$ cat config.mk
export PLATFORM = sky130hd
export DESIGN_NAME = mem_stage_lsu_flat
export DESIGN_NICKNAME = d
export VERILOG_FILES = /design/src/rtl/mem_stage_lsu_if.sv /design/src/rtl/mem_stage_lsu.sv /design/src/flat_wrapper.sv
export SDC_FILE = /design/constraint.sdc
export NUM_CORES = 1
export LEC_CHECK = 0
export ABC_AREA = 1
export BUFFER_PORTS_ARGS = -buffer_cell sky130_fd_sc_hd__buf_2
export CAP_MARGIN = 25
export CORE_MARGIN = 2
export CORE_UTILIZATION = 45
export DETAILED_ROUTE_END_ITERATION = 12
export GPL_TIMING_DRIVEN = 0
export PLACE_DENSITY = 0.73
export SKIP_LAST_GASP = 1
export SYNTH_ARGS = -nofsm -noshare
export SYNTH_HDL_FRONTEND = slang
export SYNTH_SLANG_ARGS = --single-unit
$ cat constraint.sdc
create_clock -name in_clk -period 3.29 [get_ports in_clk]
set_clock_uncertainty 0.1 [all_clocks]
set_input_delay 0.8225 -clock in_clk [delete_from_list [all_inputs] [get_ports in_clk]]
set_output_delay 0.8225 -clock in_clk [all_outputs]
set_load 0.02 [all_outputs]
$ cat src/rtl/mem_stage_lsu_if.sv
// Bus bundle between the EX/MEM register, the MEM-stage LSU, the data memory and pipe_mem_wb.
// slave = the LSU side, master = the environment driving it.
interface mem_stage_lsu_if;
   logic        in_valid;
   logic        in_mem_rd;
   logic        in_mem_wr;
   logic [1:0]  in_size;
   logic        in_sign_ext;
   logic [31:0] in_alu_result;
   logic [31:0] in_wdata;
   logic [4:0]  in_rd_waddr;
   logic        in_rd_sel;
   logic        in_rd_wena;
   logic        in_dmem_ack;
   logic [31:0] in_dmem_rdata;

   logic        out_dmem_req;
   logic        out_dmem_we;
   logic [31:0] out_dmem_addr;
   logic [3:0]  out_dmem_be;
   logic [31:0] out_dmem_wdata;
   logic        out_stall;
   logic [4:0]  out_rd_waddr;
   logic        out_rd_sel;
   logic        out_rd_wena;
   logic [31:0] out_alu_result;
   logic [31:0] out_dmem_data;
   logic        out_misalign;
   logic        out_bus_err;
   logic [1:0]  dbg_state;

   modport slave (
      input  in_valid, in_mem_rd, in_mem_wr, in_size, in_sign_ext, in_alu_result,
             in_wdata, in_rd_waddr, in_rd_sel, in_rd_wena, in_dmem_ack, in_dmem_rdata,
      output out_dmem_req, out_dmem_we, out_dmem_addr, out_dmem_be, out_dmem_wdata,
             out_stall, out_rd_waddr, out_rd_sel, out_rd_wena, out_alu_result,
             out_dmem_data, out_misalign, out_bus_err, dbg_state
   );

   modport master (
      output in_valid, in_mem_rd, in_mem_wr, in_size, in_sign_ext, in_alu_result,
             in_wdata, in_rd_waddr, in_rd_sel, in_rd_wena, in_dmem_ack, in_dmem_rdata,
      input  out_dmem_req, out_dmem_we, out_dmem_addr, out_dmem_be, out_dmem_wdata,
             out_stall, out_rd_waddr, out_rd_sel, out_rd_wena, out_alu_result,
             out_dmem_data, out_misalign, out_bus_err, dbg_state
   );
endinterface

$ cat src/rtl/mem_stage_lsu.sv
// MEM-stage load/store unit: IDLE/WAIT/RESP FSM driving a req/ack data bus with byte lanes.
// Optional abort-on-timeout is enabled with `define LSU_TIMEOUT_EN.
module mem_stage_lsu #(
   parameter int unsigned TIMEOUT_CYCLES = 255
) (
   input logic            in_clk,
   input logic            in_rst,
   mem_stage_lsu_if.slave bus
);
   // Bus handshake: req stays high from WAIT entry until the edge that samples ack=1;
   // addr/we/be/wdata are stable throughout, and ack while req=0 is ignored.
   typedef enum logic [1:0] {S_IDLE = 2'd0, S_WAIT = 2'd1, S_RESP = 2'd2} state_t;

   state_t      state_q, state_d;
   logic        req_q, we_q;
   logic [31:0] addr_q, wdata_q, alu_q, cap_q;
   logic [3:0]  be_q;
   logic [4:0]  waddr_q;
   logic        sel_q, wena_q, load_q, sign_q;
   logic [1:0]  size_q, off_q;
   logic        bus_err;

   logic        mem_op, misalign, accept, timeout_hit;
   logic [3:0]  be_d;
   logic [31:0] wdata_d, load_ext;
   logic [7:0]  rbyte;
   logic [15:0] rhalf;

   assign mem_op   = bus.in_valid & (bus.in_mem_rd | bus.in_mem_wr);
   assign misalign = mem_op & (((bus.in_size == 2'b01) & bus.in_alu_result[0]) |
                               (bus.in_size[1] & (bus.in_alu_result[1:0] != 2'b00)));
   assign accept   = mem_op & ~misalign;

   always_comb begin
      be_d    = 4'b1111;
      wdata_d = bus.in_wdata;
      case (bus.in_size)
         2'b00: begin
            be_d    = 4'b0001 << bus.in_alu_result[1:0];
            wdata_d = {4{bus.in_wdata[7:0]}};
         end
         2'b01: begin
            be_d    = bus.in_alu_result[1] ? 4'b1100 : 4'b0011;
            wdata_d = {2{bus.in_wdata[15:0]}};
         end
         default: ;
      endcase
   end

   // Lane extraction uses the offset latched at issue, not the live EX/MEM address.
   always_comb begin
      rbyte    = bus.in_dmem_rdata[{off_q, 3'b000} +: 8];
      rhalf    = bus.in_dmem_rdata[{off_q[1], 4'b0000} +: 16];
      load_ext = bus.in_dmem_rdata;
      case (size_q)
         2'b00:   load_ext = sign_q ? {{24{rbyte[7]}}, rbyte} : {24'd0, rbyte};
         2'b01:   load_ext = sign_q ? {{16{rhalf[15]}}, rhalf} : {16'd0, rhalf};
         default: ;
      endcase
   end

`ifdef LSU_TIMEOUT_EN
   logic [7:0] cnt_q;
   assign timeout_hit = (({1'b0, cnt_q} + 9'd1) == 9'(TIMEOUT_CYCLES));
`else
   assign timeout_hit = 1'b0;
   assign bus_err     = 1'b0;
`endif

   always_ff @(posedge in_clk) begin
      if (in_rst) state_q <= S_IDLE;
      else        state_q <= state_d;
   end

   always_comb begin
      state_d            = state_q;
      bus.out_rd_waddr   = waddr_q;
      bus.out_rd_sel     = sel_q;
      bus.out_alu_result = alu_q;
      bus.out_rd_wena    = 1'b0;
      bus.out_dmem_data  = 32'd0;
      bus.out_stall      = 1'b0;
      bus.out_misalign   = 1'b0;
      case (state_q)
         S_IDLE: begin
            bus.out_rd_waddr   = bus.in_rd_waddr;
            bus.out_rd_sel     = bus.in_rd_sel;
            bus.out_alu_result = bus.in_alu_result;
            bus.out_rd_wena    = bus.in_rd_wena & bus.in_valid & ~mem_op;
            bus.out_misalign   = misalign;
            bus.out_stall      = accept;
            if (accept) state_d = S_WAIT;
         end
         S_WAIT: begin
            bus.out_stall = 1'b1;
            if (bus.in_dmem_ack || timeout_hit) state_d = S_RESP;
         end
         S_RESP: begin
            bus.out_dmem_data = cap_q;
            bus.out_rd_wena   = wena_q & ~bus_err;
            state_d           = S_IDLE;
         end
         default: state_d = S_IDLE;
      endcase
   end

   always_ff @(posedge in_clk) begin
      if (in_rst) begin
         req_q   <= 1'b0;
         we_q    <= 1'b0;
         addr_q  <= 32'd0;
         be_q    <= 4'd0;
         wdata_q <= 32'd0;
         alu_q   <= 32'd0;
         waddr_q <= 5'd0;
         sel_q   <= 1'b0;
         wena_q  <= 1'b0;
         load_q  <= 1'b0;
         sign_q  <= 1'b0;
         size_q  <= 2'd0;
         off_q   <= 2'd0;
         cap_q   <= 32'd0;
`ifdef LSU_TIMEOUT_EN
         cnt_q   <= 8'd0;
         bus_err <= 1'b0;
`endif
      end else begin
         case (state_q)
            S_IDLE: if (accept) begin
               req_q   <= 1'b1;
               we_q    <= bus.in_mem_wr;
               addr_q  <= {bus.in_alu_result[31:2], 2'b00};
               be_q    <= be_d;
               wdata_q <= wdata_d;
               alu_q   <= bus.in_alu_result;
               waddr_q <= bus.in_rd_waddr;
               sel_q   <= bus.in_rd_sel;
               wena_q  <= bus.in_rd_wena;
               load_q  <= bus.in_mem_rd;
               sign_q  <= bus.in_sign_ext;
               size_q  <= bus.in_size;
               off_q   <= bus.in_alu_result[1:0];
`ifdef LSU_TIMEOUT_EN
               cnt_q   <= 8'd0;
`endif
            end
            S_WAIT: begin
               if (bus.in_dmem_ack) begin
                  req_q <= 1'b0;
                  cap_q <= load_q ? load_ext : 32'd0;
               end
`ifdef LSU_TIMEOUT_EN
               else if (timeout_hit) begin
                  req_q   <= 1'b0;
                  cap_q   <= 32'd0;
                  bus_err <= 1'b1;
               end else begin
                  cnt_q <= cnt_q + 8'd1;
               end
`endif
            end
            S_RESP: begin
`ifdef LSU_TIMEOUT_EN
               bus_err <= 1'b0;
`endif
            end
            default: ;
         endcase
      end
   end

   assign bus.out_dmem_req   = req_q;
   assign bus.out_dmem_we    = we_q;
   assign bus.out_dmem_addr  = addr_q;
   assign bus.out_dmem_be    = be_q;
   assign bus.out_dmem_wdata = wdata_q;
   assign bus.out_bus_err    = bus_err;
   assign bus.dbg_state      = state_q;
endmodule

$ cat src/flat_wrapper.sv
// flat-port wrapper written by rule: the top's interface ports become plain ports
module mem_stage_lsu_flat 
#(
   parameter int unsigned TIMEOUT_CYCLES = 255
)
  (in_clk, in_rst, bus_in_valid, bus_in_mem_rd, bus_in_mem_wr, bus_in_size, bus_in_sign_ext, bus_in_alu_result, bus_in_wdata, bus_in_rd_waddr, bus_in_rd_sel, bus_in_rd_wena, bus_in_dmem_ack, bus_in_dmem_rdata, bus_out_dmem_req, bus_out_dmem_we, bus_out_dmem_addr, bus_out_dmem_be, bus_out_dmem_wdata, bus_out_stall, bus_out_rd_waddr, bus_out_rd_sel, bus_out_rd_wena, bus_out_alu_result, bus_out_dmem_data, bus_out_misalign, bus_out_bus_err, bus_dbg_state);
  mem_stage_lsu_if bus_i ();
  input logic in_clk;
  input logic in_rst;
  input wire logic [$bits(bus_i.in_valid)-1:0] bus_in_valid;
  input wire logic [$bits(bus_i.in_mem_rd)-1:0] bus_in_mem_rd;
  input wire logic [$bits(bus_i.in_mem_wr)-1:0] bus_in_mem_wr;
  input wire logic [$bits(bus_i.in_size)-1:0] bus_in_size;
  input wire logic [$bits(bus_i.in_sign_ext)-1:0] bus_in_sign_ext;
  input wire logic [$bits(bus_i.in_alu_result)-1:0] bus_in_alu_result;
  input wire logic [$bits(bus_i.in_wdata)-1:0] bus_in_wdata;
  input wire logic [$bits(bus_i.in_rd_waddr)-1:0] bus_in_rd_waddr;
  input wire logic [$bits(bus_i.in_rd_sel)-1:0] bus_in_rd_sel;
  input wire logic [$bits(bus_i.in_rd_wena)-1:0] bus_in_rd_wena;
  input wire logic [$bits(bus_i.in_dmem_ack)-1:0] bus_in_dmem_ack;
  input wire logic [$bits(bus_i.in_dmem_rdata)-1:0] bus_in_dmem_rdata;
  output wire logic [$bits(bus_i.out_dmem_req)-1:0] bus_out_dmem_req;
  output wire logic [$bits(bus_i.out_dmem_we)-1:0] bus_out_dmem_we;
  output wire logic [$bits(bus_i.out_dmem_addr)-1:0] bus_out_dmem_addr;
  output wire logic [$bits(bus_i.out_dmem_be)-1:0] bus_out_dmem_be;
  output wire logic [$bits(bus_i.out_dmem_wdata)-1:0] bus_out_dmem_wdata;
  output wire logic [$bits(bus_i.out_stall)-1:0] bus_out_stall;
  output wire logic [$bits(bus_i.out_rd_waddr)-1:0] bus_out_rd_waddr;
  output wire logic [$bits(bus_i.out_rd_sel)-1:0] bus_out_rd_sel;
  output wire logic [$bits(bus_i.out_rd_wena)-1:0] bus_out_rd_wena;
  output wire logic [$bits(bus_i.out_alu_result)-1:0] bus_out_alu_result;
  output wire logic [$bits(bus_i.out_dmem_data)-1:0] bus_out_dmem_data;
  output wire logic [$bits(bus_i.out_misalign)-1:0] bus_out_misalign;
  output wire logic [$bits(bus_i.out_bus_err)-1:0] bus_out_bus_err;
  output wire logic [$bits(bus_i.dbg_state)-1:0] bus_dbg_state;
  assign bus_i.in_valid = bus_in_valid;
  assign bus_i.in_mem_rd = bus_in_mem_rd;
  assign bus_i.in_mem_wr = bus_in_mem_wr;
  assign bus_i.in_size = bus_in_size;
  assign bus_i.in_sign_ext = bus_in_sign_ext;
  assign bus_i.in_alu_result = bus_in_alu_result;
  assign bus_i.in_wdata = bus_in_wdata;
  assign bus_i.in_rd_waddr = bus_in_rd_waddr;
  assign bus_i.in_rd_sel = bus_in_rd_sel;
  assign bus_i.in_rd_wena = bus_in_rd_wena;
  assign bus_i.in_dmem_ack = bus_in_dmem_ack;
  assign bus_i.in_dmem_rdata = bus_in_dmem_rdata;
  assign bus_out_dmem_req = bus_i.out_dmem_req;
  assign bus_out_dmem_we = bus_i.out_dmem_we;
  assign bus_out_dmem_addr = bus_i.out_dmem_addr;
  assign bus_out_dmem_be = bus_i.out_dmem_be;
  assign bus_out_dmem_wdata = bus_i.out_dmem_wdata;
  assign bus_out_stall = bus_i.out_stall;
  assign bus_out_rd_waddr = bus_i.out_rd_waddr;
  assign bus_out_rd_sel = bus_i.out_rd_sel;
  assign bus_out_rd_wena = bus_i.out_rd_wena;
  assign bus_out_alu_result = bus_i.out_alu_result;
  assign bus_out_dmem_data = bus_i.out_dmem_data;
  assign bus_out_misalign = bus_i.out_misalign;
  assign bus_out_bus_err = bus_i.out_bus_err;
  assign bus_dbg_state = bus_i.dbg_state;
  mem_stage_lsu #(.TIMEOUT_CYCLES(TIMEOUT_CYCLES)) u_core (.in_clk(in_clk), .in_rst(in_rst), .bus(bus_i));
endmodule
==> results.py, run 1 <==
metrics = {
    "run_status": {
        "outcome": "complete, no violations",
    },
    "worst_hold_path": {
        "hold_path_class": "reg2reg",
        "worstHoldPathCells": 2,
        "destination_of_the_worst_hold_path": "u_core.cap_q[7]",
        "min-delay-start": "u_core.cap_q[7]",
    },
    "global_routing": {
        "grt_antenna_before_repair": 0,
        "grt_max_degree": 17,
        "global_route_wire_length_before_repair_um": 30100,
        "grt_usage_pct": 26.5,
        "first_global_vias": 6050,
        "grt-ovfl-total": 0,
    },
    "timing": {
        "final_critical_path_setup_slack_ns": 0.277,
        "finalSetupViolations": 0,
        "setup-tns-final_ns": 0,
        "worst_slew_pin_slew_ns": 0.615,
        "rsz_0062_raised_after_global_routing": "no",
        "max_clock_freq_mhz": 332,
        "timing_hold_violations_final": 0,
        "timing.slew.headroom_pct": 58.8,
        "period_needed_ns": 3.01,
        "post-route-period-util_pct": 91.6,
        "timing.final.max_slew_violations": 0,
    },
    "detailed_routing": {
        "antenna_left": 0,
        "drt-total-wl_um": 19100,
        "route.detailed.drc": 0,
        "drt_first_iter_violations": 391,
        "average_routed_wire_per_standard_cell_um": 13.7,
        "vias": 6728,
        "drt-vias-per-instance": 4.82,
        "drtPass1Iterations": 5,
    },
    "critical_path": {
        "max_stage_delay_ns": 0.40,
        "critical_register_to_register_path_startpoint": "u_core.bus.dbg_state[1]",
        "path_cells": "nor2_2, inv_2, clkbuf_1, clkbuf_1, nand2_1, nand2_1, buf_2",
        "reg2reg_slack_ns": 1.22,
        "worst_setup_path_start_kind": "flip-flop",
        "worst_path_max_delay_cell": "sky130_fd_sc_hd__dfxtp_1",
        "worst_ep_required_time_ns": 2.37,
        "critical_path_arrival_ns": 2.09,
        "endpoint_kind": "output pin",
        "worstPathMaxFanout": 10,
        "critical_path.reg2reg.endpoint": "u_core.bus.out_dmem_wdata[25]",
        "worstSetupPathType": "reg2out",
        "reg2regPathDepth": 8,
    },
    "clocking": {
        "cts_max_path_buffers": 2,
        "ctsHoldBuffers": 0,
        "root_buffer": "sky130_fd_sc_hd__clkbuf_16",
        "post_cts_resize_count": 0,
        "clk-insertion-delay-late_ns": 0.41,
        "cts.repair_timing.setup_buffer_count": 0,
        "clock_tree.htree_level_count": 4,
        "tritoncts": "built",
        "cts_sinks": 115,
        "tritoncts_buffers": 17,
        "clk_transition_reported_paths_ns": 0.05,
    },
    "synthesis": {
        "yosysUniqueCellTypes": 27,
        "yosysWarnings": 0,
        "seq_area_frac_synth_pct": 38.7,
        "postSynthRegisterBits": 115,
        "netlist_instances": 935,
        "synth_flop_cell": "sky130_fd_sc_hd__dfxtp_1",
        "asyncSetResetFlopFracSynth_pct": 0,
        "synth_edf_count": 0,
        "syn-cell-area_um2": 5950,
        "synth_area_per_cell_um2": 6.36,
    },
    "place": {
        "dp_hpwl_um": 15000,
        "place.port_buffers": 253,
        "post_placement_worst_setup_slack_ns": 0.129,
        "routabilityCongestion": 0.964,
        "placed_area_um2": 7440,
    },
    "pwr": {
        "static-leakage-power_nw": 3.99,
        "worst_ir_drop_vdd_v": 0.000309,
        "power.density_nw_per_um2": 505,
    },
    "die": {
        "placeableCoreArea_um2": 13100,
        "num_rows": 42,
        "dieHeight_um": 119,
        "start_util_pct": 45.4,
        "die_x_um": 119,
        "floorplan.io_pins": 258,
        "design.die.area_um2": 14200,
    },
    "finish": {
        "finish.net_count": 1320,
        "finish.instance_area_um2": 7990,
        "final_layout_size_suffix_gt1_share_pct": 28.4,
        "area_growth_pct": 34.3,
        "num_antenna_cells": 0,
    },
    "flow_run": {
        "drv_cap": 0,
    },
}
## layout make-up
type                    count  area [µm²]
multi-input cells         676        2910
plain buffers              89         519
clock buffers              26         499
inverters                  56         215
flip-flops and latches    115        2300
clock inverters             5        50.0
repair buffers            253        1270
fillers                  1331        5100
well taps                 176         220
## logic make-up after synthesis
kind of cell | Yosys count | share of synthesized area (%)
AOI/OAI and AO/OA | 186 | 16.6
other | 1 | 0.0631
DFF | 115 | 38.7
and+or+nand+nor | 487 | 32.2
buffers and inverters | 146 | 12.4
## metal layers
layer / GRT usage (%) / wire length (µm) / vias up
li1: - / - / 3459
met1: 34.6 / 8550 / 2965
met5: 0 / 0 / -
met2: 41.5 / 8600 / 265
met3: 6.56 / 1370 / 39
met4: 11.7 / 571 / 0
## worst max-delay path, delay by kind of cell (launching register included)
| kind | cells | cell delay, ns |
|---|---|---|
| and+or+nand+nor | 3 | 0.29 |
| buffers and inverters | 4 | 0.99 |
| DFF | 1 | 0.40 |
## placed cells by master, fill, tap and decap left out, types with 4 or more instances in the layout
cell                        synthesis  final
sky130_fd_sc_hd__buf_6              4      4
sky130_fd_sc_hd__o21ai_0           74     74
sky130_fd_sc_hd__o211ai_2           4      4
sky130_fd_sc_hd__clkinv_2           0      4
sky130_fd_sc_hd__clkbuf_16          0     17
sky130_fd_sc_hd__nand2_1          280    280
sky130_fd_sc_hd__clkbuf_1          42     46
sky130_fd_sc_hd__clkbuf_8           0      4
sky130_fd_sc_hd__a21oi_1           88     88
sky130_fd_sc_hd__buf_2              4    257
sky130_fd_sc_hd__a22o_1             6      6
sky130_fd_sc_hd__nor2_1           172    172
sky130_fd_sc_hd__o21ai_1           12     12
sky130_fd_sc_hd__nand3_1           21     21
sky130_fd_sc_hd__or2_2              4      4
sky130_fd_sc_hd__inv_1             50     50
sky130_fd_sc_hd__buf_4             40     40
sky130_fd_sc_hd__dfxtp_1          115    115
## Yosys cell counts, types with 4 or more instances
master / count / share of area (%)
sky130_fd_sc_hd__a21oi_1: 88 / 7.4
sky130_fd_sc_hd__a22o_1: 6 / 0.88
sky130_fd_sc_hd__buf_2: 4 / 0.34
sky130_fd_sc_hd__o21ai_1: 12 / 1.0
sky130_fd_sc_hd__nand2_1: 280 / 18
sky130_fd_sc_hd__buf_4: 40 / 5.0
sky130_fd_sc_hd__clkbuf_1: 42 / 2.7
sky130_fd_sc_hd__dfxtp_1: 115 / 39
sky130_fd_sc_hd__o21ai_0: 74 / 6.2
sky130_fd_sc_hd__buf_6: 4 / 0.76
sky130_fd_sc_hd__nor2_1: 172 / 11
sky130_fd_sc_hd__nand3_1: 21 / 1.8
sky130_fd_sc_hd__or2_2: 4 / 0.42
sky130_fd_sc_hd__o211ai_2: 4 / 0.84
sky130_fd_sc_hd__inv_1: 50 / 3.2
## power breakdown
part | total, mW | internal [mW] | switching [mW] | leakage [nW]
sequential | 1.52 | 1.47 | 0.0477 | 0.939
clock | 1.71 | 1.11 | 0.604 | 0.274
combinational | 0.801 | 0.293 | 0.509 | 2.78
## how the worst max path moves through the flow
stage,startpoint,endpoint,slack [ns],cells after the start
4_1_cts,bus_in_alu_result[0],bus_out_stall,0.13,8
5_1_grt,u_core.bus.dbg_state[0],bus_out_alu_result[13],0.05,7
6_report,u_core.bus.dbg_state[1],bus_out_alu_result[27],0.28,7
3_3_place_gp,bus_in_alu_result[0],bus_out_stall,0.17,8
2_1_floorplan,bus_in_size[1],bus_out_misalign,0.60,5
3_5_place_dp,bus_in_alu_result[0],bus_out_stall,0.13,8
## stage by stage
stage	util (%)	total power [mW]	std cells	hold WS [ns]
4_1_cts	61.1	4.05	1397	0.365
3_3_place_gp	56.9	2.34	1366	0.349
6_report	61.0	4.03	1396	0.363
2_1_floorplan	-	2.05	937	0.345
5_1_grt	61.0	4.21	1396	0.382
3_5_place_dp	56.9	2.35	1366	0.357
## flip-flops by register name, summed over array words and instances, names as in the netlist, 2 cells and up
| register | count |
|---|---|
| u_core.bus.dbg_state | 2 |
| u_core.bus.out_dmem_be | 4 |
| u_core.size_q | 2 |
| u_core.bus.out_dmem_wdata | 32 |
| u_core.waddr_q | 5 |
| u_core.alu_q | 31 |
| u_core.cap_q | 32 |
Note: power is estimated with default switching activity, not from simulation.
==> run 2, diff against run 1 <==
--- a/config.mk
+++ b/config.mk
@@ -13,6 +13,7 @@
 export DETAILED_ROUTE_END_ITERATION = 12
 export GPL_TIMING_DRIVEN = 0
 export PLACE_DENSITY = 0.73
+export RECOVER_POWER = 100
 export SKIP_LAST_GASP = 1
 export SYNTH_ARGS = -nofsm -noshare
 export SYNTH_HDL_FRONTEND = slang
==> run 2 against run 1 <==
Against the previous run: clock-buffer cell count is the same; cell count is the same; core utilization shrank 1.9 points; fmax shrank 3.2%; clock power is essentially flat; cell area shrank 3.1%; setup slack lost 0.10 ns; flip-flop and latch count is the same; non-clock buffer count is the same; via count grew 0.24%; sequential share of layout area grew 0.91 points; largest power group unchanged.
==> results.py, run 2 (synthesized netlist as in run 1, its figures left out) <==
metrics = {
    "critical_path": {
        "worst_setup_path_start_kind": "input port",
        "critical_path.reg2reg.endpoint": "u_core.bus.out_dmem_be[2]",
        "reg2reg_slack_ns": 0.66,
        "worst_ep_required_time_ns": 2.37,
        "critical_register_to_register_path_startpoint": "u_core.bus.dbg_state[1]",
        "reg2regPathDepth": 9,
        "worst_setup_path_startpoint": "bus_in_size[0]",
        "critical-path-top-delay-family": "simple AND/OR/NAND/NOR gates",
        "worstSetupPathType": "in2out",
        "path_cells": "clkbuf_1, o21ai_0, nand2_2, nand2_1, clkbuf_1",
        "endpoint_kind": "output pin",
        "max_stage_delay_ns": 0.39,
        "cp-endpoint": "bus_out_stall",
        "cp_num_cells": 5,
        "worstPathMaxFanout": 18,
        "worst_path_max_delay_cell": "sky130_fd_sc_hd__o21ai_0",
        "critical_path_arrival_ns": 2.19,
        "cpMostUsedCell": "sky130_fd_sc_hd__clkbuf_1",
        "critPathBufInv": 2,
    },
    "clocking": {
        "tritoncts": "built",
        "cts.repair_timing.setup_buffer_count": 0,
        "clock_tree.htree_level_count": 4,
        "clk-insertion-delay-late_ns": 0.41,
        "clk_transition_reported_paths_ns": 0.05,
        "root_buffer": "sky130_fd_sc_hd__clkbuf_16",
        "tritoncts_buffers": 17,
        "cts_sinks": 115,
        "ctsHoldBuffers": 0,
        "cts_max_path_buffers": 2,
    },
    "global_routing": {
        "grt_antenna_before_repair": 0,
        "grt-ovfl-total": 0,
        "global_route_wire_length_before_repair_um": 30100,
        "grt_max_degree": 17,
        "grt_usage_pct": 26.5,
        "first_global_vias": 6050,
    },
    "die": {
        "die_x_um": 119,
        "dieHeight_um": 119,
        "start_util_pct": 45.4,
        "floorplan.io_pins": 258,
        "placeableCoreArea_um2": 13100,
        "design.die.area_um2": 14200,
        "num_rows": 42,
    },
    "detailed_routing": {
        "vias": 6744,
        "route.detailed.drc": 0,
        "drt-vias-per-instance": 4.83,
        "drt_first_iter_violations": 363,
        "drt-total-wl_um": 19100,
        "drtPass1Iterations": 5,
        "average_routed_wire_per_standard_cell_um": 13.7,
        "antenna_left": 0,
    },
    "pwr": {
        "comb_power_share_pct": 19.1,
        "internal_power_mw": 2.84,
        "power.density_nw_per_um2": 515,
        "share_clk_of_total_power_pct": 42.8,
        "swShare_pct": 28.9,
        "p_sw_mw": 1.16,
        "worst_ir_drop_vdd_v": 0.000305,
        "sequentialPowerShare_pct": 38.1,
        "static-leakage-power_nw": 3.42,
    },
    "run_status": {
        "outcome": "complete, no violations",
    },
    "timing": {
        "period_needed_ns": 3.11,
        "timing_hold_violations_final": 0,
        "rsz_0062_raised_after_global_routing": "no",
        "timing.final.max_slew_violations": 0,
        "timing.slew.headroom_pct": 58.6,
        "post-route-period-util_pct": 94.6,
        "worst_slew_pin_slew_ns": 0.619,
        "finalSetupViolations": 0,
        "max_clock_freq_mhz": 321,
        "setup-tns-final_ns": 0,
    },
    "place": {
        "dp_cells": 1366,
        "routabilityCongestion": 0.964,
        "place.port_buffers": 253,
        "dp_hpwl_um": 15000,
    },
    "finish": {
        "most-common-layout-cells": "281 x sky130_fd_sc_hd__nand2_1, 185 x sky130_fd_sc_hd__clkbuf_1, 172 x sky130_fd_sc_hd__nor2_1, 115 x sky130_fd_sc_hd__dfxtp_1, 112 x sky130_fd_sc_hd__buf_2",
        "finish.net_count": 1320,
        "mostFrequentLayoutCell": "sky130_fd_sc_hd__nand2_1",
        "area_growth_pct": 30.2,
        "stdcell_count": 1396,
        "num_antenna_cells": 0,
        "num-fill-cells": 1436,
        "final_layout_size_suffix_gt1_share_pct": 16.6,
    },
    "worst_hold_path": {
        "min-delay-start": "u_core.cap_q[7]",
        "hold_path_class": "reg2reg",
    },
    "flow_run": {
        "drv_cap": 0,
    },
}
-- run 2: changes by cell type in the layout (fill, tap and decap cells not counted), moves of 3 or more --
| cell | delta |
|---|---|
| sky130_fd_sc_hd__buf_4 | -7 |
| sky130_fd_sc_hd__clkbuf_1 | +139 |
| sky130_fd_sc_hd__o211ai_2 | -3 |
| sky130_fd_sc_hd__clkbuf_2 | +16 |
| sky130_fd_sc_hd__o211ai_1 | +3 |
| sky130_fd_sc_hd__o21ai_0 | +8 |
| sky130_fd_sc_hd__buf_6 | -3 |
| sky130_fd_sc_hd__o21ai_1 | -8 |
| sky130_fd_sc_hd__buf_2 | -145 |
-- run 2: worst min path at each step --
stage / end / cells past startpoint
finish: u_core.cap_q[7] / 2
global route: u_core.cap_q[19] / 2
CTS: u_core.cap_q[7] / 2
detailed placement: u_core.bus.out_dmem_req / 2
global placement: u_core.bus.out_dmem_wdata[19] / 2
floorplan: u_core.cap_q[0] / 2
-- run 2: what timing repair did --
action	4_1_cts	5_1_grt
gates resized for setup	0	0
hold endpoints to repair	0	0
setup endpoints to repair	0	1
-- run 2: final cells by class --
class | count | area [µm²] | share of cell area [%]
clock buffer | 26 | 499 | 6.45
inverter | 56 | 215 | 2.78
timing repair buffer | 253 | 1110 | 14.3
sequential | 115 | 2300 | 29.7
tap | 176 | 220 | 2.84
multi-input combinational | 676 | 2880 | 37.2
clock inverter | 5 | 50.0 | 0.647
buffer | 89 | 469 | 6.06
-- run 2: through the flow --
| stage | instance area, µm² | hold WS (ns) | total power, mW | worst slack [ns] | utilization, % |
|---|---|---|---|---|---|
| floorplan | 5950 | 0.345 | 2.05 | 0.603 | - |
| global placement | 7440 | 0.349 | 2.34 | 0.174 | 56.9 |
| detailed placement | 7440 | 0.357 | 2.35 | 0.129 | 56.9 |
| CTS | 7990 | 0.365 | 4.05 | 0.128 | 61.1 |
| global route | 7740 | 0.382 | 4.17 | 0.0282 | 59.2 |
| finish | 7740 | 0.363 | 3.99 | 0.177 | 59.2 |
-- run 2: routing by layer --
layer | wire length, µm | global-route usage (%)
met2 | 8580 | 41.5
met3 | 1440 | 6.56
met4 | 589 | 11.7
met5 | 0 | 0
met1 | 8530 | 34.6
-- run 2: worst register-to-register path, delay by kind of cell, from the launching register on --
family	cells	cell delay, ns
buf+inv	4	1.08
simple gates	3	0.68
compound gates	2	0.36
flops	1	0.35
-- run 2: power by group through the flow --
stage / clock [mW] / combinational (mW) / sequential (mW)
floorplan: 0 / 0.471 / 1.58
global placement: 0 / 0.798 / 1.55
detailed placement: 0 / 0.800 / 1.55
CTS: 1.73 / 0.802 / 1.52
global route: 1.80 / 0.839 / 1.53
finish: 1.71 / 0.762 / 1.52
